===== config.mk =====
export PLATFORM = sky130hd
export DESIGN_NAME = stack_unit_flat
export DESIGN_NICKNAME = d
export VERILOG_FILES = /design/src/rtl/ca3_pkg.sv /design/src/rtl/stack_unit_if.sv /design/src/rtl/stack_regfile.sv /design/src/rtl/stack_unit.sv /design/src/flat_wrapper.sv
export SDC_FILE = /design/constraint.sdc
export NUM_CORES = 1
export LEC_CHECK = 0
export ABC_AREA = 1
export CAP_MARGIN = 10
export CORE_MARGIN = 3
export CORE_UTILIZATION = 50
export DETAILED_ROUTE_END_ITERATION = 7
export HOLD_SLACK_MARGIN = 0.02
export PLACE_DENSITY = 0.68
export SYNTH_ARGS = -nofsm -noshare
export SYNTH_HDL_FRONTEND = slang
export SYNTH_HIERARCHICAL = 1
export SYNTH_SLANG_ARGS = --single-unit

===== constraint.sdc =====
create_clock -name clk -period 4.5 [get_ports clk]
set_input_delay 0.675 -clock clk [delete_from_list [all_inputs] [get_ports clk]]
set_output_delay 0.675 -clock clk [all_outputs]
set_load 0.03 [all_outputs]

===== src/rtl/ca3_pkg.sv =====
// ca3_pkg: shared definitions for the stack CPU datapath slice.
//   WORD_W      default datapath/memory word width
//   STACK_DEPTH default operand stack depth (power of 2, >= 2)
//   op_e        decoded stack operation, used by stack_unit and its bench
//   decode_op   maps raw push/pop/tos strobes to a single op_e value
package ca3_pkg;

  localparam int unsigned WORD_W      = 8;
  localparam int unsigned STACK_DEPTH = 16;

  typedef enum logic [2:0] {
    OP_NONE = 3'd0,
    OP_PUSH = 3'd1,
    OP_POP  = 3'd2,
    OP_TOS  = 3'd3,
    OP_REPL = 3'd4
  } op_e;

  // push+pop together means replace-top; tos is ignored whenever push or pop is set
  function automatic op_e decode_op(input logic push, input logic pop, input logic tos);
    if (push && pop) return OP_REPL;
    else if (push)   return OP_PUSH;
    else if (pop)    return OP_POP;
    else if (tos)    return OP_TOS;
    else             return OP_NONE;
  endfunction

endpackage


===== src/rtl/stack_unit_if.sv =====
// stack_unit_if: strobe/data bundle between the controller and the operand stack.
//   push/pop/tos  controller strobes
//   d_in          write data from the MtoS mux
//   d_out         registered read data to the A/B regs
//   count         occupancy 0..DEPTH
//   empty/full    occupancy flags
//   err           sticky illegal-access flag (0 unless STACK_UNIT_ERR_EN)
// Modports: master = controller side, slave = stack side.
interface stack_unit_if
  import ca3_pkg::*;
#(
  parameter int unsigned WIDTH = WORD_W,
  parameter int unsigned DEPTH = STACK_DEPTH
);
  localparam int unsigned CW = $clog2(DEPTH) + 1;

  logic             push;
  logic             pop;
  logic             tos;
  logic [WIDTH-1:0] d_in;
  logic [WIDTH-1:0] d_out;
  logic [CW-1:0]    count;
  logic             empty;
  logic             full;
  logic             err;

  modport master (
    output push, pop, tos, d_in,
    input  d_out, count, empty, full, err
  );

  modport slave (
    input  push, pop, tos, d_in,
    output d_out, count, empty, full, err
  );

endinterface


===== src/rtl/stack_regfile.sv =====
// stack_regfile: DEPTH x WIDTH storage for the operand stack.
//   clk    rising-edge clock
//   we     write enable
//   waddr  write address
//   wdata  write data
//   raddr  asynchronous read address (top of stack)
//   rdata  asynchronous read data
// Storage is deliberately not reset.
module stack_regfile #(
  parameter int unsigned WIDTH = 8,
  parameter int unsigned DEPTH = 16,
  localparam int unsigned AW   = $clog2(DEPTH)
) (
  input  logic             clk,
  input  logic             we,
  input  logic [AW-1:0]    waddr,
  input  logic [WIDTH-1:0] wdata,
  input  logic [AW-1:0]    raddr,
  output logic [WIDTH-1:0] rdata
);

  logic [WIDTH-1:0] mem [DEPTH];

  always_ff @(posedge clk) begin
    if (we) mem[waddr] <= wdata;
  end

  assign rdata = mem[raddr];

endmodule


===== src/rtl/stack_unit.sv =====
// stack_unit: operand stack for the multicycle stack CPU.
//   clk  rising-edge clock
//   rst  asynchronous active-low reset
//   sif  stack_unit_if.slave: push/pop/tos/d_in in; d_out/count/empty/full/err out
// Build option: define STACK_UNIT_ERR_EN to get a sticky err flag on illegal
// accesses; otherwise err is tied to 0 and no error register exists.
module stack_unit
  import ca3_pkg::*;
#(
  parameter int unsigned WIDTH = WORD_W,
  parameter int unsigned DEPTH = STACK_DEPTH
) (
  input  logic           clk,
  input  logic           rst,
  stack_unit_if.slave    sif
);

  localparam int unsigned AW = $clog2(DEPTH);
  localparam int unsigned CW = AW + 1;

  // sp needs CW bits since it reaches DEPTH when full
  logic [CW-1:0]    sp, sp_nxt;
  logic [CW-1:0]    cnt, cnt_nxt;
  logic [WIDTH-1:0] dout_q, dout_nxt;
  logic             empty, full;
  logic             we;
  logic [AW-1:0]    waddr, top_addr;
  logic [WIDTH-1:0] top;
  op_e              op;

  assign op       = decode_op(sif.push, sif.pop, sif.tos);
  assign empty    = (cnt == '0);
  assign full     = (cnt == CW'(DEPTH));
  assign top_addr = AW'(sp - CW'(1));

  stack_regfile #(
    .WIDTH (WIDTH),
    .DEPTH (DEPTH)
  ) u_regfile (
    .clk   (clk),
    .we    (we),
    .waddr (waddr),
    .wdata (sif.d_in),
    .raddr (top_addr),
    .rdata (top)
  );

  always_comb begin
    we       = 1'b0;
    waddr    = AW'(sp);
    sp_nxt   = sp;
    cnt_nxt  = cnt;
    dout_nxt = dout_q;
    case (op)
      OP_PUSH: if (!full) begin
        we      = 1'b1;
        sp_nxt  = sp + CW'(1);
        cnt_nxt = cnt + CW'(1);
      end
      OP_POP: if (!empty) begin
        dout_nxt = top;
        sp_nxt   = sp - CW'(1);
        cnt_nxt  = cnt - CW'(1);
      end
      OP_TOS: if (!empty) dout_nxt = top;
      // replace-top: old top goes out while the new word overwrites it
      OP_REPL: if (!empty) begin
        dout_nxt = top;
        we       = 1'b1;
        waddr    = top_addr;
      end
      default: ;
    endcase
  end

  always_ff @(posedge clk or negedge rst) begin
    if (!rst) begin
      sp     <= '0;
      cnt    <= '0;
      dout_q <= '0;
    end else begin
      sp     <= sp_nxt;
      cnt    <= cnt_nxt;
      dout_q <= dout_nxt;
    end
  end

`ifdef STACK_UNIT_ERR_EN
  logic illegal;
  logic err_q;

  assign illegal = ((op == OP_PUSH) && full) ||
                   (((op == OP_POP) || (op == OP_TOS) || (op == OP_REPL)) && empty);

  always_ff @(posedge clk or negedge rst) begin
    if (!rst)         err_q <= 1'b0;
    else if (illegal) err_q <= 1'b1;
  end

  assign sif.err = err_q;
`else
  assign sif.err = 1'b0;
`endif

  assign sif.d_out = dout_q;
  assign sif.count = cnt;
  assign sif.empty = empty;
  assign sif.full  = full;

endmodule


===== src/flat_wrapper.sv =====
// flat-port wrapper written by rule: the top's interface ports become plain ports
module stack_unit_flat import ca3_pkg::*;
#(
  parameter int unsigned WIDTH = WORD_W,
  parameter int unsigned DEPTH = STACK_DEPTH
)
  (clk, rst, sif_push, sif_pop, sif_tos, sif_d_in, sif_d_out, sif_count, sif_empty, sif_full, sif_err);
  stack_unit_if #(.WIDTH(WIDTH), .DEPTH(DEPTH)) sif_i ();
  input  logic clk;
  input  logic rst;
  input wire logic [$bits(sif_i.push)-1:0] sif_push;
  input wire logic [$bits(sif_i.pop)-1:0] sif_pop;
  input wire logic [$bits(sif_i.tos)-1:0] sif_tos;
  input wire logic [$bits(sif_i.d_in)-1:0] sif_d_in;
  output wire logic [$bits(sif_i.d_out)-1:0] sif_d_out;
  output wire logic [$bits(sif_i.count)-1:0] sif_count;
  output wire logic [$bits(sif_i.empty)-1:0] sif_empty;
  output wire logic [$bits(sif_i.full)-1:0] sif_full;
  output wire logic [$bits(sif_i.err)-1:0] sif_err;
  assign sif_i.push = sif_push;
  assign sif_i.pop = sif_pop;
  assign sif_i.tos = sif_tos;
  assign sif_i.d_in = sif_d_in;
  assign sif_d_out = sif_i.d_out;
  assign sif_count = sif_i.count;
  assign sif_empty = sif_i.empty;
  assign sif_full = sif_i.full;
  assign sif_err = sif_i.err;
  stack_unit #(.WIDTH(WIDTH), .DEPTH(DEPTH)) u_core (.clk(clk), .rst(rst), .sif(sif_i));
endmodule

# After elaboration in Yosys (flattened, before gate mapping)
# Memory sizes are Yosys's and may differ from the RTL's. A register that Yosys moved wholly into a read port is not among the register bits.
# Cells that the tools add are included.
# Widths: inputs -> output; s select.
# classes
n_addsub	4
n_eq_ne	7
muxes	17
bitwise_logic	1
reduce_logical	7
# ops
operator	count
$mux 5	4
$pmux 5 s2	2
$add 5x1->5 const B	2
$sub 5x1->5 const B	2
$mux 3	3
$mux 4	2
$eq 3x2->1 const B	2
$eq 5x5->1 const B	1
$logic_not 5->1	1
$mux 1	4
$ne 2x2->1 const B	2
$eq 3x1->1 const B	1
$eq 3x3->1 const B	1
$reduce_and 3->1	1
$reduce_or 3->1	1
$mux 2	1
$pmux 1 s2	1
$reduce_and 2->1	1
$reduce_bool 2->1	1
$logic_and 1x1->1	1
$logic_not 1->1	1
$not 1->1	1
# totals
register_bits	10
ram_bits	128
in_bits	13
output_inout_bits	16
mem_count	1
# mem_list
memory	words	word_bits	read_ports	rd_clocked_by_memory_dff	wr	line_no	rtl
u_core.u_regfile.mem	16	8	1	1	1	stack_regfile.sv:22	logic [WIDTH-1:0] mem [DEPTH];

# Depth between registers and ports, before layout
# Gate-level depths: netlist (run 1).
# depth
depth_word	8
ltp_mapped	12
mapped_depth_nobuf	10

# Hierarchy
# The synthesis (run 1) kept the hierarchy.
# by_module_without_submodules
mod	n_inst	cells_each	area_per_inst_um2
stack_regfile	1	543	5606.6
stack_unit	1	157	1156.1

# Least setup slack after synthesis (run 1)
# Ideal clock, no wire load.
# synth_timing
kind	flip-flop to flip-flop
startpoint	register u_core.cnt[0] (netlist: u_core/sif.count[0])
endpoint	memory u_core.u_regfile.mem[4][0], enable pin
setup_time_ps	370
arrival_time_ps	1815
slack_ps	2314
path_stages_with_launch	8
synth_period_minus_slack_ps	2186
cell_sequence	dfrtp_1 > nor2_2 > nand4_2 > nand2_2 > nand2_1 > o21a_1 > nand3b_1 > nor2_1
# synth_via
word_cells_on_any_way	9
# synth_rtl
item	line_no	rtl
start: declaration	stack_unit.sv:23	logic [CW-1:0] cnt, cnt_nxt;
start signal: assignment	stack_unit.sv:83	cnt <= cnt_nxt;
$logic_not 5->1	stack_unit.sv:32	assign empty = (cnt == '0);
$mux 4	stack_unit.sv:67	OP_REPL: if (!empty) begin
$mux 4	stack_unit.sv:54	case (op)
named net u_core.waddr[3]	stack_unit.sv:27	logic [AW-1:0] waddr, top_addr;
end: declaration	stack_regfile.sv:22	
# The timed path passes the listed nets, and every way through them passes these cells.

# Final worst setup path (run 1)
# layout_timing
startpoint	register u_core.cnt[0] (netlist: u_core/sif.count[0])
endpoint	output sif_empty
# layout_via
elab_chain_len	1
# layout_lines
item	line_no	rtl
$logic_not 5->1	stack_unit.sv:32	
end: declaration	flat_wrapper.sv:17	output wire logic [$bits(sif_i.empty)-1:0] sif_empty;
# Every way passes these cells.

==> results of run 1 <==
==> sequential cells by signal, summed over array words and instances, names as in the netlist <==
register              flops
u_core/u_regfile/mem    128
u_core/sif.count          5
u_core/sif.d_out          8
u_core/sp                 4
==> through the flow <==
stage | util (%) | area [um^2] | instances
after detailed placement | 54.6 | 7060 | 873
final | 60.2 | 7780 | 905
after CTS | 60.2 | 7780 | 905
after floorplan | - | 6760 | 700
after global routing | 60.2 | 7780 | 905
after global placement | 54.6 | 7060 | 873
==> worst max path at each step <==
stage	from	endpoint	slack, ps	cells after the start
after floorplan	u_core/sif.count[0]$_DFFE_PN0P_	u_core/u_regfile/mem[4][0]$_DFFE_PP_	2310	7
after global placement	sif_push	u_core/u_regfile/mem[6][7]$_DFFE_PP_	1520	7
after detailed placement	sif_pop	u_core/u_regfile/mem[13][0]$_DFFE_PP_	1440	7
after CTS	u_core/sif.count[0]$_DFFE_PN0P_	sif_empty	1590	4
after global routing	u_core/sif.count[0]$_DFFE_PN0P_	sif_empty	1450	4
final	u_core/sif.count[0]$_DFFE_PN0P_	sif_empty	1610	4
==> layout make-up <==
class	instances	share of cell area, %
repair buffers	29	3.67
well taps	172	2.77
flip-flops and latches	145	54.9
clock inverters	12	3.65
multi-input cells	406	23.6
inverters	121	5.84
clock buffers	20	5.62
==> per-layer routing <==
metal	part of all wire [%]	GRT usage [%]	routed length (um)	up-vias
li1	-	-	-	2280
met1	43	28.6	6600	2253
met2	47	34.2	7170	230
met3	8.2	5.07	1270	30
met4	2.4	9.80	362	0
met5	0	0	0	-
==> power by group through the flow <==
stage	Combinational, uW	Sequential (uW)	Clock [uW]
2_1_floorplan	1590	1870	0
3_3_place_gp	2200	1780	0
3_5_place_dp	2240	1790	0
4_1_cts	2270	1770	1740
5_1_grt	2520	1780	1800
6_report	2310	1760	1720
==> cells in the final DEF, fill, tap and decap left out, types with 2 or more instances in the layout <==
cell type,Yosys,final
buf_4,5,2
bufinv_16,0,9
clkbuf_1,0,3
clkbuf_16,0,17
clkdlybuf4s50_1,0,27
clkinv_2,0,2
dfrtp_1,17,17
edfxtp_1,128,128
ha_1,5,5
inv_1,119,118
inv_2,2,3
nand2_1,228,228
nand2_2,2,2
nand2_4,3,3
nand3_1,123,123
nand3b_1,2,2
nand4_1,2,2
nor2_1,24,24
nor2_2,2,2
o21ai_0,4,4
xor2_1,3,3
==> cell families after synthesis <==
| kind of cell | count (synthesis) | synth area share (%) |
|---|---|---|
| fa+ha+maj | 6 | 1.22 |
| xor+xnor | 4 | 0.518 |
| compound gates | 6 | 0.481 |
| other cells | 1 | 0.0555 |
| buf+inv | 149 | 9.79 |
| flops | 145 | 63.1 |
| simple gates | 389 | 24.8 |
==> worst max-delay path: stages, from the launching register on <==
cell and delay, ps:
dfrtp_1 460, nor2_2 170, nand4_2 350, inv_1 130
clkdlybuf4s50_1 680
==> metrics.md, run 1 <==
| Metric | Value |
|---|---|
| Outcome | `finished clean` |
| Final Max Tran Viols | `0` |
| Top Ports | `29` |
| Worst-path clk slew | `60 ps` |
| Dominant cell by count in the synthesized netlist | `nand2_1` |
| Postcts setup bufs | `0` |
| Gr usage total | `21.6%` |
| Initial drt markers | `483` |
| Synthesized flop and latch total | `145` |
| Pin count of the biggest net entering global routing | `67` |
| Max Clk Rate | `0.347 GHz` |
| Routed length per instance | `17.0 um` |
| Worst VDD drop | `between 0.0003 and 0.0004 V` |
| Mapped Nets | `719` |
| Max Cap Viol | `0` |
| Worst Path Arrival | `2210 ps` |
| CP startpoint kind | `register` |
| Clock network power share | `slightly below 30%` |
| Reg2reg setup slack | `about 1700 ps` |
| Layout cells sized above 1 | `5.73%` |
| Sink Count | `145` |
| Combinational share of power | `about two fifths` |
| Pwr Total | `5790 uW` |
| Die Y | `122 um` |
| Final antenna diode count | `0` |
| Least-Margin Pin Slew | `around 1100 ps` |
| Starting density of the core | `around 52%` |
| Dpl ws | `1440 ps` |
| Synth warnings | `6` |
| Routed Antenna Nets | `0` |
| Internal | `3550 uW` |
| CTS H-tree lvls | `4` |
| Leak | `0.00346 uW` |
| Fin crit period | `2890 ps` |
| Worst Skew | `~7.4 ps` |
| Num rows | `41` |
| Core area | `12900 um^2` |
| Die W | `approximately 120 um` |
| Setup TNS | `0 ps` |
| Worst setup path class | `reg2out` |
| Hold crit path type | `reg2reg` |
| Max Buffers Root-to-Sink | `2` |
| Top FF cell, synth | `edfxtp_1` |
| CTS root buf | `clkbuf_16` |
| Minimum hold slack | `478 ps` |
| Die Area | `15000 um^2` |
| Clk Latency, worst-skew pair | `420 ps` |
| Cts repair resizes | `0` |
| Routability Congestion | `0.901` |
| Commonest cells in the netlist | `nand2_1, edfxtp_1, nand3_1, inv_1, nor2_1` |
| Register area | `4270 um^2` |
| Launch point of the worst reg-to-reg path | `u_core/sp[0]$_DFFE_PN0P_` |
| Worst Setup End Kind | `output pin` |
| Synth area leader | `edfxtp_1` |
| Fraction of registers with async set/reset | `a little under an eighth` |
| Crit Path Max Fanout | `12` |
| Cells on Worst Hold Path | `2` |
| Yosys top cell area share | `56.8%` |
| CTS tree | `yes` |
| Total Wirelength | `around 15000 um` |
| Critical Path RT | `3830 ps` |
| Post-synth EDFFs | `128` |
| Area delta synth->final | `15.0%` |
| Hold_sp | `u_core/sif.d_out[7]$_DFFE_PN0P_` |
| Synth area leaders | `edfxtp_1, nand2_1, nand3_1` |
| Number of port buffers | `27` |
| Nets | `~740` |
| Final Cycle Share | `64.1%` |
| GRT overflow | `0` |
| Yosys cell types | `27` |
| Hold buffer count at CTS | `0` |
| Num CTS Buffers | `17` |
| Sw frac | `38.6%` |
| Worst r2r path cells | `11` |
| First-pass GRT wire length | `24000 um` |
| Post-synthesis cell area | `6760 um^2` |
| Syn avg cell area | `between 9 and 10 um^2` |
| Final hold violations | `0` |
| Hold Path End | `u_core/sif.d_out[7]$_DFFE_PN0P_` |
| Setup-failing EPs final | `0` |
| Fillers | `1053` |
| Sequential share of power | `30.5%` |
| Power density cells | `about 740 nW/um^2` |
| RSZ-0062 raised after global routing | `false` |
| Residual DRC | `0` |
| PnR worst setup slack | `1610 ps` |
| Vias per cell | `5.30` |
| DPL Wire Length | `9390 um` |
| Register area share after synthesis | `about 63%` |
| Worst r2r dst | `u_core/sif.d_out[6]$_DFFE_PN0P_` |
| Initial antenna violation count | `0` |
| Syn Inst Count | `700` |
| Number of global-route vias before repair | `approximately 4600` |
| Psw | `2240 uW` |
| Multi-input combinational cell area | `1830 um^2` |
| Vias | `4793` |
| Relative slew slack | `27.0%` |
| DR pass1 iterations | `5` |
Power figures use the tool's default switching activity.
==> run 2: changes to the inputs <==
- clock period: 4.5 -> 3.02 ns (I/O delays scaled with it)
==> run 2 against run 1 <==
  * Routed wire length fell by 0.97%
  * Hold slack got worse by 7.8 ps
  * Critical endpoint unchanged
  * Clock power rose by 9%
  * Global-route usage is 0.061 points lower
  * Sequential share of layout area increased by 0.35 points
  * Largest power group unchanged
  * Utilization fell by 0.38 points
  * Register-to-register slack got worse by 1200 ps
  * Count of clock-buffer cells in the layout is the same
  * Total power grew 38%
  * Flip-flop and latch count unchanged
==> metrics.md, run 2 (synthesis gave the netlist of run 1 again) <==
| Metric | Value |
|---|---|
| Num rows | `41` |
| Setup TNS | `0 ps` |
| Nets | `758` |
| Top Layer Used | `met4` |
| RSZ-0062 raised after global routing | `false` |
| Internal | `4650 uW` |
| Final antenna diode count | `0` |
| Met1 WL | `6650 um` |
| CTS root buf | `clkbuf_16` |
| Routed length per instance | `16.5 um` |
| Starting density of the core | `52.3%` |
| Crit Path Max Fanout | `12` |
| Post-placement cell count | `892` |
| CP startpoint kind | `register` |
| Top Ports | `29` |
| Max Clk Rate | `0.373 GHz` |
| Cell family with most CP delay | `buffers and inverters` |
| Placed instance area | `7200 um^2` |
| DPL Wire Length | `9660 um` |
| Cts repair resizes | `0` |
| Outcome | `finished clean` |
| Number of port buffers | `27` |
| Combinational share of power | `43.7%` |
| Pin count of the biggest net entering global routing | `67` |
| Max Cap Viol | `0` |
| Met3 Wirelength | `~1100 um` |
| CTS tree | `yes` |
| Clock network power share | `between 20% and 30%` |
| Routed Antenna Nets | `0` |
| Routability Congestion | `0.895` |
| Finished Cell Area | `7730 um^2` |
| Most frequent cells in the layout | `nand2_1, edfxtp_1, nand3_1` |
| Clk Latency, worst-skew pair | `approximately 420 ps` |
| Final hold violations | `0` |
| Dpl ws | `449 ps` |
| Vias per cell | `5.20` |
| Total Wirelength | `15200 um` |
| Critical Path RT | `~2600 ps` |
| DR pass1 iterations | `5` |
| CP max-delay cell | `clkdlybuf4s50_1` |
| Psw | `3350 uW` |
| Worst VDD drop | `about 0.00047 V` |
| CP cell instances | `nor2_2, nand4_2, inv_1, clkdlybuf4s50_1` |
| Top reg by flops | `u_core/u_regfile/mem` |
| Fin crit period | `2680 ps` |
| CTS H-tree lvls | `4` |
| Die Area | `15000 um^2` |
| Final Cycle Share | `88.7%` |
| Residual DRC | `0` |
| Least-Margin Pin Slew | `879 ps` |
| Final core occ | `59.8%` |
| Core area | `12900 um^2` |
| Power density cells | `1030 nW/um^2` |
| Initial drt markers | `512` |
| Worst Skew | `19.5 ps` |
| Relative slew slack | `approximately two fifths` |
| Sink Count | `approximately 150` |
| Die W | `122 um` |
| Sequential share of power | `32.8%` |
| Leak | `0.00346 uW` |
| Final Max Tran Viols | `0` |
| Worst-path clk slew | `60 ps` |
| Gr usage total | `a little over a fifth` |
| Vias | `between 4000 and 5000` |
| Met2 WL | `7240 um` |
| Crit path largest cell delay | `slightly below 700 ps` |
| Layout cells sized above 1 | `7.86%` |
| Largest register FFs | `128` |
| Worst Path Buf+Inv | `2` |
| First-pass GRT wire length | `23800 um` |
| Worst Path Arrival | `between 2000 and 2500 ps` |
| Sw frac | `41.8%` |
| Worst Setup End Kind | `output pin` |
| Hold buffer count at CTS | `0` |
| Number of global-route vias before repair | `4466` |
| Num CTS Buffers | `17` |
| Postcts setup bufs | `0` |
| Setup-failing EPs final | `0` |
| PnR worst setup slack | `342 ps` |
| Max Buffers Root-to-Sink | `2` |
| Die Y | `between 100 and 150 um` |
| Initial antenna violation count | `0` |
| Worst setup path class | `reg2out` |
| Area delta synth->final | `14.3%` |
| Non-filler cells, final | `923` |
| Most common cell after layout, fill and taps aside | `nand2_1` |
| Hold crit path type | `reg2reg` |
| GRT overflow | `0` |
run 2: final cells by class:
| cell class | instances | area (um^2) |
|---|---|---|
| inverters | 121 | 454 |
| clock inverters | 11 | 92.6 |
| fillers | 1090 | 5200 |
| repair buffers | 48 | 428 |
| clock buffers | 20 | 437 |
| multi-input cells | 406 | 1830 |
| well taps | 172 | 215 |
| flip-flops and latches | 145 | 4270 |
run 2: worst reg2reg max path: cells and delay by family (launching register included):
| kind | cells | cell delay [ps] |
|---|---|---|
| flip-flops | 1 | 460 |
| AND/OR/NAND/NOR | 6 | 1410 |
| AO/OA/AOI/OAI | 1 | 190 |
| buffers and inverters | 1 | 180 |
run 2: routing by layer:
metal | vias up | GRT usage [%]
met2 | 193 | 34.0
met1 | 2270 | 29.9
li1 | 2316 | -
met4 | 0 | 6.58
met3 | 25 | 5.16
met5 | - | 0
run 2: worst paths after layout:
kind	startpoint	endpoint	slack (ps)	cells after the start
worst max-delay path	u_core/sif.count[0]$_DFFE_PN0P_	sif_empty	340	4
worst min-delay path	u_core/sif.d_out[7]$_DFFE_PN0P_	u_core/sif.d_out[7]$_DFFE_PN0P_	470	2
worst max register to register	u_core/sif.count[0]$_DFFE_PN0P_	u_core/u_regfile/mem[15][7]$_DFFE_PP_	490	8
worst min register to register	u_core/sif.d_out[7]$_DFFE_PN0P_	u_core/sif.d_out[7]$_DFFE_PN0P_	470	2
max in group asynchronous	rst	u_core/sif.count[2]$_DFFE_PN0P_	2010	1
min in group asynchronous	rst	u_core/sif.d_out[1]$_DFFE_PN0P_	500	1
run 2: per-stage QoR:
| stage | total power (uW) | hold slack [ps] |
|---|---|---|
| 2_1_floorplan | 5160 | 157 |
| 3_3_place_gp | 6000 | 458 |
| 3_5_place_dp | 6070 | 460 |
| 4_1_cts | 7980 | 474 |
| 5_1_grt | 8480 | 510 |
| 6_report | 8000 | 471 |
run 2: power groups by stage:
stage          clock network (uW)  logic [uW]  registers [uW]
2_1_floorplan                   0        2370            2780
3_3_place_gp                    0        3350            2650
3_5_place_dp                    0        3410            2660
4_1_cts                      1910        3450            2620
5_1_grt                      2000        3830            2650
6_report                     1880        3490            2620
==> run 3: changes to the inputs <==
- TNS_END_PERCENT: not set -> 10
==> results of run 3 <==
Final layout, timing and power as in run 2 (identical DEF).
